--- config.mk ---
export PLATFORM = sky130hd
export DESIGN_NAME = ysyx_22041211_ifu_prefetch
export DESIGN_NICKNAME = d
export VERILOG_FILES = /design/src/rtl/ysyx_22041211_ifu_prefetch_pkg.sv /design/src/rtl/ysyx_22041211_sync_fifo.sv /design/src/rtl/ysyx_22041211_ifu_prefetch.sv
export SDC_FILE = /design/constraint.sdc
export NUM_CORES = 1
export LEC_CHECK = 0
export ABC_AREA = 1
export CAP_MARGIN = 25
export CORE_MARGIN = 4
export CORE_UTILIZATION = 48
export DETAILED_ROUTE_END_ITERATION = 12
export PLACE_DENSITY = 0.81
export SLEW_MARGIN = 20
export SYNTH_ARGS = -nofsm -noshare
export SYNTH_HDL_FRONTEND = slang
export SYNTH_SLANG_ARGS = --single-unit
--- constraint.sdc ---
create_clock -name clk -period 5.15 [get_ports clk]
set_clock_uncertainty 0.15 [all_clocks]
set_input_delay 1.03 -clock clk [delete_from_list [all_inputs] [get_ports clk]]
set_output_delay 1.03 -clock clk [all_outputs]
set_load 0.02 [all_outputs]
--- src/rtl/ysyx_22041211_ifu_prefetch_pkg.sv ---
// Shared encodings for the prefetching instruction fetch unit.
package ysyx_22041211_ifu_prefetch_pkg;

  typedef enum logic [1:0] {
    IDLE = 2'b00,
    REQ  = 2'b01,
    RESP = 2'b10
  } ifu_state_e;

  localparam logic [1:0]  AXI_RESP_OKAY    = 2'b00;
  localparam logic [31:0] RESET_PC_DEFAULT = 32'h8000_0000;

endpackage

--- src/rtl/ysyx_22041211_sync_fifo.sv ---
// Synchronous FIFO with flush; storage is not reset, only the pointers/count.
module ysyx_22041211_sync_fifo #(
  parameter int WIDTH = 65,
  parameter int DEPTH = 4
) (
  input  logic                     clk,
  input  logic                     rst,
  input  logic                     push,
  input  logic                     pop,
  input  logic                     flush,
  input  logic [WIDTH-1:0]         din,
  output logic [WIDTH-1:0]         dout,
  output logic                     full,
  output logic                     empty,
  output logic [$clog2(DEPTH):0]   count
);

  localparam int PTR_W = $clog2(DEPTH);
  localparam int CNT_W = PTR_W + 1;
  localparam logic [CNT_W-1:0] DEPTH_C = CNT_W'(DEPTH);

  logic [WIDTH-1:0] mem [DEPTH];
  logic [PTR_W-1:0] wr_ptr;
  logic [PTR_W-1:0] rd_ptr;

  // entry storage
  always_ff @(posedge clk) begin
    if (push) begin
      mem[wr_ptr] <= din;
    end
  end

  // pointers and occupancy; flush drops everything at once
  always_ff @(posedge clk) begin
    if (rst || flush) begin
      wr_ptr <= '0;
      rd_ptr <= '0;
      count  <= '0;
    end else begin
      if (push) begin
        wr_ptr <= wr_ptr + PTR_W'(1);
      end
      if (pop) begin
        rd_ptr <= rd_ptr + PTR_W'(1);
      end
      case ({push, pop})
        2'b10:   count <= count + CNT_W'(1);
        2'b01:   count <= count - CNT_W'(1);
        default: count <= count;
      endcase
    end
  end

  assign dout  = mem[rd_ptr];
  assign empty = (count == '0);
  assign full  = (count == DEPTH_C);

endmodule

--- src/rtl/ysyx_22041211_ifu_prefetch.sv ---
// Instruction fetch unit: sequential prefetch over AXI-lite AR/R into a FIFO
// feeding the IDU, with redirect flush and stale-response discard.
module ysyx_22041211_ifu_prefetch
  import ysyx_22041211_ifu_prefetch_pkg::*;
#(
  parameter int ADDR_WIDTH = 32,
  parameter int DATA_WIDTH = 32,
  parameter int FIFO_DEPTH = 4,
  parameter logic [ADDR_WIDTH-1:0] RESET_PC = ADDR_WIDTH'(RESET_PC_DEFAULT)
) (
  input  logic                  clk,
  input  logic                  rst,
  input  logic                  branch_flag_i,
  input  logic [ADDR_WIDTH-1:0] branch_target_i,
  input  logic                  jmp_flag_i,
  input  logic [ADDR_WIDTH-1:0] jmp_target_i,
  input  logic                  csr_jmp_i,
  input  logic [ADDR_WIDTH-1:0] csr_pc_i,
  output logic                  inst_valid_o,
  input  logic                  inst_ready_i,
  output logic [DATA_WIDTH-1:0] inst_o,
  output logic [ADDR_WIDTH-1:0] pc_o,
  output logic                  inst_err_o,
  output logic                  addr_r_valid_o,
  input  logic                  addr_r_ready_i,
  output logic [ADDR_WIDTH-1:0] addr_r_addr_o,
  input  logic [DATA_WIDTH-1:0] r_data_i,
  input  logic [1:0]            r_resp_i,
  input  logic                  r_valid_i,
  output logic                  r_ready_o
);

  localparam int ENTRY_W = ADDR_WIDTH + DATA_WIDTH + 1;
  localparam int CNT_W   = $clog2(FIFO_DEPTH) + 1;
  localparam logic [CNT_W-1:0] DEPTH_C = CNT_W'(FIFO_DEPTH);

  ifu_state_e            state;
  ifu_state_e            state_nxt;
  logic [ADDR_WIDTH-1:0] fetch_pc;
  logic [ADDR_WIDTH-1:0] fetch_pc_nxt;
  logic [ADDR_WIDTH-1:0] ar_addr;
  logic [ADDR_WIDTH-1:0] redirect_pc;
  logic                  discard;
  logic                  discard_nxt;
  logic                  halted;
  logic                  halted_nxt;
  logic                  redirect;
  logic                  r_hs;
  logic                  resp_err;
  logic                  push;
  logic                  pop;
  logic [ENTRY_W-1:0]    push_entry;
  logic [ENTRY_W-1:0]    head_entry;
  logic                  fifo_full;
  logic                  fifo_empty;
  logic [CNT_W-1:0]      fifo_count;

  assign redirect = csr_jmp_i | jmp_flag_i | branch_flag_i;
  assign r_hs     = (state == RESP) && r_valid_i;
  assign resp_err = (r_resp_i != AXI_RESP_OKAY);
  // A response landing in the redirect cycle belongs to the old stream.
  assign push     = r_hs && !discard && !redirect && !fifo_full;
  assign pop      = inst_valid_o && inst_ready_i && !redirect;
  assign push_entry = {fetch_pc, r_data_i, resp_err};

  // redirect target: trap/mret over jump over branch
  always_comb begin
    redirect_pc = branch_target_i;
    if (csr_jmp_i) begin
      redirect_pc = csr_pc_i;
    end else if (jmp_flag_i) begin
      redirect_pc = jmp_target_i;
    end
  end

  // fetch FSM next state and AXI channel handshake outputs
  always_comb begin
    state_nxt      = state;
    addr_r_valid_o = 1'b0;
    r_ready_o      = 1'b0;
    unique case (state)
      IDLE: begin
        // a request is only issued with a free slot, so its push cannot overflow
        if (!halted && (fifo_count < DEPTH_C)) begin
          state_nxt = REQ;
        end
      end
      REQ: begin
        addr_r_valid_o = 1'b1;
        if (addr_r_ready_i) begin
          state_nxt = RESP;
        end
      end
      RESP: begin
        r_ready_o = 1'b1;
        if (r_valid_i) begin
          state_nxt = IDLE;
        end
      end
      default: state_nxt = IDLE;
    endcase
  end

  // fetch pointer, stale-response discard and error halt bookkeeping
  always_comb begin
    fetch_pc_nxt = fetch_pc;
    discard_nxt  = discard;
    halted_nxt   = halted;
    if (r_hs) begin
      discard_nxt = 1'b0;
    end
    if (push) begin
      fetch_pc_nxt = fetch_pc + ADDR_WIDTH'(4);
      if (resp_err) begin
        halted_nxt = 1'b1;
      end
    end
    if (redirect) begin
      fetch_pc_nxt = redirect_pc;
      halted_nxt   = 1'b0;
      // the in-flight request (not yet answered) must have its response dropped
      if ((state == REQ) || ((state == RESP) && !r_hs)) begin
        discard_nxt = 1'b1;
      end
    end
  end

  // control state registers
  always_ff @(posedge clk) begin
    if (rst) begin
      state    <= IDLE;
      fetch_pc <= RESET_PC;
      discard  <= 1'b0;
      halted   <= 1'b0;
    end else begin
      state    <= state_nxt;
      fetch_pc <= fetch_pc_nxt;
      discard  <= discard_nxt;
      halted   <= halted_nxt;
    end
  end

  // ARADDR is captured at issue so it holds steady through a redirect
  always_ff @(posedge clk) begin
    if ((state == IDLE) && (state_nxt == REQ)) begin
      ar_addr <= fetch_pc_nxt;
    end
  end

  assign addr_r_addr_o = (state == REQ) ? ar_addr : '0;

  ysyx_22041211_sync_fifo #(
    .WIDTH (ENTRY_W),
    .DEPTH (FIFO_DEPTH)
  ) u_fifo (
    .clk   (clk),
    .rst   (rst),
    .push  (push),
    .pop   (pop),
    .flush (redirect),
    .din   (push_entry),
    .dout  (head_entry),
    .full  (fifo_full),
    .empty (fifo_empty),
    .count (fifo_count)
  );

  assign inst_valid_o = !fifo_empty;
  assign pc_o         = head_entry[ENTRY_W-1 -: ADDR_WIDTH];
  assign inst_o       = head_entry[DATA_WIDTH:1];
  assign inst_err_o   = head_entry[0];

endmodule

==> flow_summary.yaml, run 1 <==
drt:
  wl_mm: 35.3
  drc_errors: 0
  postRouteAntennaNets: 0
  drt_pass1_iterations: 5
  drt_iter0_drc: 894
  wl_per_cell_um: 18.4
  vias: 10500
  vias_per_cell: 5.46
run_status:
  outcome: "finished clean"
worst_hold_path:
  hold_start: "halted"
  min_path_type: "flop to flop"
  hold_depth: 2
  hold-path-endpoint: "halted"
synthesis:
  synth_top_cell_by_area: "edfxtp_1"
  synthMuxAreaShare: 0.000707
  seq_area_frac_synth: 0.683
  synth_compound_area_frac: 0.117
  yosys.area.top_type_share: 0.619
  synth_edf_count: 292
  synthCells: 1293
  ys_types: 43
  synth_top_family_by_area: "simple AND/OR/NAND/NOR gates"
  yosys.area_share.xor_xnor: 0.00186
  synth_nets: 1438
  synth-seq-cells: 337
  async_reset_ff_frac: 0
  yosys-top-cells-area: "edfxtp_1 (62%), dfxtp_1 (6.4%), nor2_1 (5.8%)"
  synth-simple-area-share: 0.144
  synthAdderAreaFrac: 0.00672
  synth_area_per_cell_um2: 11.0
  synthFlopType: "edfxtp_1"
  syn_area_mm2: 0.0142
  synth_warnings: 0
sta:
  fmax_mhz: 229
  drv_slew: 0
  slew-limit-headroom: 0.321
  period_needed_ps: 4360
  timing.setup.tns_ps: 0
  tightest_slew_ps: 1010
  post-route-period-util: 0.847
  rsz0062_at_grt: "false"
  hold_viol_final: 0
  setup_viol: 0
critical_path:
  arrival_ps: 3180
  cp_max_fo: 80
  r2r_start: "state[1]"
  cpMaxStageDelayCell: "buf_4"
  crit_chain: "buf_4 > o21ai_0 > o22ai_1 > clkdlybuf4s50_1"
  r2r-end: "u_fifo.mem[1][20]"
  critPathKind: "flop to output pin"
  max_stage_delay_ps: 700
  worstPathRequired_ps: 3970
  cp-start-kind: "flop"
  r2r_cells: 5
  r2r_slack_ps: 2810
  cp-end-kind: "output pin"
clock_tree:
  clock_tree.root_cell: "clkbuf_16"
  cts_hold_buf: 0
  cts_setup_buffers: 0
  path_clk_slew_ps: 60
  cts_tree: "yes"
  cts_buffers: 34
  clk-insertion-delay-late_ps: 500
  ctsLongestPathBuffers: 3
  clock_sink_count: 337
  htree_levels: 2
  cts_resized: 0
pwr:
  power.leakage_nw: 6.38
  pwr_density_cell_mw_per_mm2: 328
  peakVddDrop_mv: 0.178
die:
  die_w_um: 180
  die_area_mm2: 0.0323
  coreArea_mm2: 0.0289
  die_y_um: 180
  start_util: 0.489
  io_pins: 238
  core.rowCount: 62
final_layout:
  fill_cells: 2258
  finish.utilization: 0.623
  fin_nets: 1655
  drive_gt1_frac: 0.0593
  areaGrowthSynthToFinish_pct: 27.3
  diodes: 0
placement:
  port_buffers: 237
  post-dp-hpwl_mm: 23.0
  gp_congestion: 0.882
grt:
  grt_use_total: 0.210
  grt-ovfl-total: 0
  grt_max_degree: 81
  grt_pass1_wl_mm: 54.6
  antenna_found_initial: 0
  grt_pass1_vias: 10200
job:
  cap_violations: 0
[kinds of logic (layout without fill, tap and decap cells)]
logic type	after synthesis	in the layout
buffers and inverters	165	407
AND/OR/NAND/NOR	485	485
AO/OA/AOI/OAI	295	295
flip-flops	337	337
multiplexers	1	1
adder cells (fa/ha/maj)	7	7
XOR/XNOR	3	3
[worst max-delay path, delay by kind of cell (launching register included)]
| kind | cells | cell delay [ps] |
|---|---|---|
| AO/OA/AOI/OAI | 2 | 510 |
| flip-flops | 1 | 690 |
| buffers and inverters | 2 | 1370 |
[power by group]
group          internal [mW]  switching, mW
clock network           1.41          0.982
registers               3.04         0.0652
logic                  0.199          0.210
total                   4.65           1.26
[layout make-up]
| class | count | area, um^2 | share of cell area |
|---|---|---|---|
| Sequential cell | 337 | 9670 | 0.537 |
| Clock inverter | 18 | 166 | 0.00923 |
| Tap cell | 384 | 480 | 0.0267 |
| Multi-Input combinational cell | 791 | 3880 | 0.215 |
| Clock buffer | 43 | 916 | 0.0508 |
| Timing Repair Buffer | 253 | 2560 | 0.142 |
| Inverter | 93 | 352 | 0.0195 |
[worst max-delay path by stage]
stage                          from           endpoint  depth (start not counted)
after global routing           flop          inst_o[1]                          4
after CTS                  state[0]  addr_r_addr_o[16]                          5
final                          flop          inst_o[0]                          4
after detailed placement  csr_jmp_i    u_fifo.count[2]                         12
after floorplan           csr_jmp_i   u_fifo.mem[0][0]                          7
after global placement    csr_jmp_i    u_fifo.count[2]                         12
[metal layers]
layer / share of wire / GRT usage
met2: 0.48 / 0.360
met4: 0.029 / 0.0646
met3: 0.088 / 0.0449
met1: 0.40 / 0.270
met5: 0 / 0
[layout by cell type, fill, tap and decap left out, types with 2 or more instances in the layout]
master,synthesis,final
a21oi_1,46,46
or2_2,4,4
nor2_2,5,5
nand2_1,161,161
o31ai_1,2,2
and2_1,2,2
clkbuf_16,0,35
bufinv_16,0,3
nor2_1,218,214
nor3_1,6,6
ha_1,6,6
nand4_1,15,15
edfxtp_1,292,292
nand3_1,63,63
clkdlybuf4s50_1,0,237
buf_4,1,11
o21ai_0,141,141
o21bai_1,7,7
o211ai_1,30,30
buf_12,0,4
clkbuf_1,51,7
clkinv_2,1,8
clkinvlp_4,0,2
dfxtp_1,45,43
clkinv_1,1,7
nor2_4,3,7
inv_1,90,88
inv_2,1,2
xor2_1,2,2
o22ai_1,65,65
[stage by stage]
step | total power [mW] | setup WS (ps) | instances | hold WS, ps | area (um^2)
global placement | 3.56 | 1070 | 1857 | 319 | 16900
CTS | 5.95 | 800 | 1918 | 325 | 18000
global route | 6.11 | 627 | 1919 | 367 | 18000
floorplan | 3.32 | 86.5 | 1293 | 280 | 14200
finish | 5.91 | 790 | 1919 | 324 | 18000
detailed placement | 3.57 | 1070 | 1857 | 311 | 16900
[Yosys cell counts (all sizes together) (5+ instances only)]
library cell	n
buf	21
edfxtp	292
nand4	15
a21oi	46
nor2	227
o21ai	142
o21bai	7
nand2	162
dfxtp	45
ha	6
or2	5
clkbuf	51
nand3	65
nor3	6
o22ai	65
inv	91
o211ai	30
[registers in the layout (all words and copies together), names as in the netlist, named ones only]
register       count
ar_addr           32
discard            1
fetch_pc          32
halted             1
state              2
u_fifo.count       3
u_fifo.mem       260
u_fifo.rd_ptr      2
u_fifo.wr_ptr      2
(Power assumes the default switching activity.)
==> run 2: changes to the inputs <==
Clock period 5.15 ns to 3.9 ns, I/O delays scaled along.
==> run 2 against run 1 <==
Compared with the run above:
- non-clock buffer count grew 3
- clock power is 35% higher
- total power is 33% higher
- sequential power is 32% higher
- die area unchanged
- hold slack gained 43 ps
- first-iteration DRC count decreased by 4.9%
- final cell count is 0.16% higher
- combinational power is 31% higher
- sequential share of layout area decreased by 0.39 points
- design area up 0.76%
- sequential cell count is the same
- largest power group unchanged
==> flow_summary.yaml, run 2 (synthesized netlist as in run 1, its figures left out) <==
clock_tree:
  htree_levels: 2
  cts_setup_buffers: 0
  cts_hold_buf: 0
  clock_sink_count: 337
  cts_tree: "yes"
  path_clk_slew_ps: 60
  clock_tree.root_cell: "clkbuf_16"
  ctsLongestPathBuffers: 3
  cts_buffers: 35
  clk-insertion-delay-late_ps: 500
final_layout:
  areaGrowthSynthToFinish_pct: 28.3
  top_register: "u_fifo.mem"
  stdcell_count: 1922
  fill_cells: 2260
  multi_input_area_mm2: 0.00388
  layout_common_cells: "edfxtp_1 (292), clkdlybuf4s50_1 (237), nor2_1 (214)"
  drive_gt1_frac: 0.0657
  largest_reg_flops: 260
  seq_area_mm2: 0.00968
  fin_nets: 1659
  layout_commonest_cell: "edfxtp_1"
  reg.largest.list: "u_fifo.mem: 260 flops, ar_addr: 32 flops, fetch_pc: 32 flops"
  diodes: 0
drt:
  drc_errors: 0
  vias: 10500
  drt_pass1_iterations: 5
  postRouteAntennaNets: 0
  wl_per_cell_um: 18.2
  wl_mm: 34.9
  vias_per_cell: 5.46
  drt_iter0_drc: 850
worst_hold_path:
  hold-path-endpoint: "halted"
  min_path_type: "flop to flop"
  hold_depth: 2
  hold_start: "halted"
critical_path:
  arrival_ps: 2680
  cp-end-kind: "output pin"
  r2r-end: "u_fifo.count[1]"
  r2r_start: "state[1]"
  crit_chain: "clkinv_2 > buf_12 > o21ai_0 > o22ai_1 > clkdlybuf4s50_1"
  critPathTopFamily: "buffers and inverters"
  cpMaxStageDelayCell: "dfxtp_4"
  cp_max_fo: 63
  critPathKind: "flop to output pin"
  worstPathRequired_ps: 2970
  crit_buf_inv: 3
  r2r_cells: 9
  cp-start-kind: "flop"
  max_stage_delay_ps: 560
  r2r_slack_ps: 1520
grt:
  grt_pass1_vias: 10200
  met2_usage: 0.360
  antenna_found_initial: 0
  grt_pass1_wl_mm: 54.2
  grt.busiest_layer: "met2"
  grt-ovfl-total: 0
  grt_max_degree: 103
  grt_use_total: 0.208
  grtUsageMet1: 0.267
  use_met3: 0.0451
pwr:
  finalPower_mw: 7.87
  power.leakage_nw: 6.44
  peakVddDrop_mv: 0.252
  pwr_density_cell_mw_per_mm2: 433
sta:
  period_needed_ps: 3610
  hold_viol_final: 0
  post-route-period-util: 0.926
  setup_viol: 0
  slew-limit-headroom: 0.413
  timing.setup.tns_ps: 0
  drv_slew: 0
  rsz0062_at_grt: "false"
  tightest_slew_ps: 874
  fmax_mhz: 277
die:
  io_pins: 238
  die_y_um: 180
  die_area_mm2: 0.0323
  coreArea_mm2: 0.0289
  start_util: 0.489
  die_w_um: 180
  core.rowCount: 62
placement:
  dp_cells: 1861
  post-dp-hpwl_mm: 22.7
  port_buffers: 237
  gp_congestion: 0.854
job:
  cap_violations: 0
run_status:
  outcome: "finished clean"
[run 2: cell type report]
cell class | instances | area share
flip-flops and latches | 337 | 0.533
multi-input cells | 791 | 0.214
repair buffers | 256 | 0.145
clock buffers | 42 | 0.0537
well taps | 384 | 0.0265
inverters | 93 | 0.0194
clock inverters | 19 | 0.00854
[run 2: power by group]
part | switching [mW] | internal [mW] | total (mW)
Sequential | 0.0869 | 4.01 | 4.10
Combinational | 0.274 | 0.262 | 0.536
Clock | 1.32 | 1.91 | 3.23
[run 2: worst max path at each step]
stage                     cells after the start                to          start
after global routing                          5        inst_o[14]           flop
after global placement                       12   u_fifo.count[2]  branch_flag_i
after floorplan                               7  u_fifo.mem[0][0]      csr_jmp_i
after detailed placement                      4          pc_o[17]           flop
after CTS                                     4          pc_o[17]           flop
final                                         5         inst_o[9]           flop
[run 2: through the flow]
step | area [um^2] | setup slack, ps | hold slack [ps] | utilization
global placement | 17000 | 593 | 351 | 0.589
CTS | 18200 | 58.0 | 362 | 0.628
floorplan | 14200 | -913 | 291 | -
global route | 18200 | 107 | 384 | 0.628
finish | 18200 | 290 | 367 | 0.628
detailed placement | 17000 | 624 | 348 | 0.589
[run 2: routing by layer]
| layer | wire, um | part of all wire |
|---|---|---|
| met5 | 0 | 0 |
| met4 | 716 | 0.020 |
| met3 | 2850 | 0.082 |
| met2 | 17200 | 0.49 |
| met1 | 14100 | 0.40 |
[run 2: timing repair]
item / CTS / global route
hold endpoints to repair: 0 / 0
setup endpoints to repair: 0 / 1
gates resized for setup: 0 / 1
[run 2: worst min-delay path, stage by stage, from the launching register on]
cell and delay, ps:
dfxtp_1 350, inv_1 70, a21oi_1 50
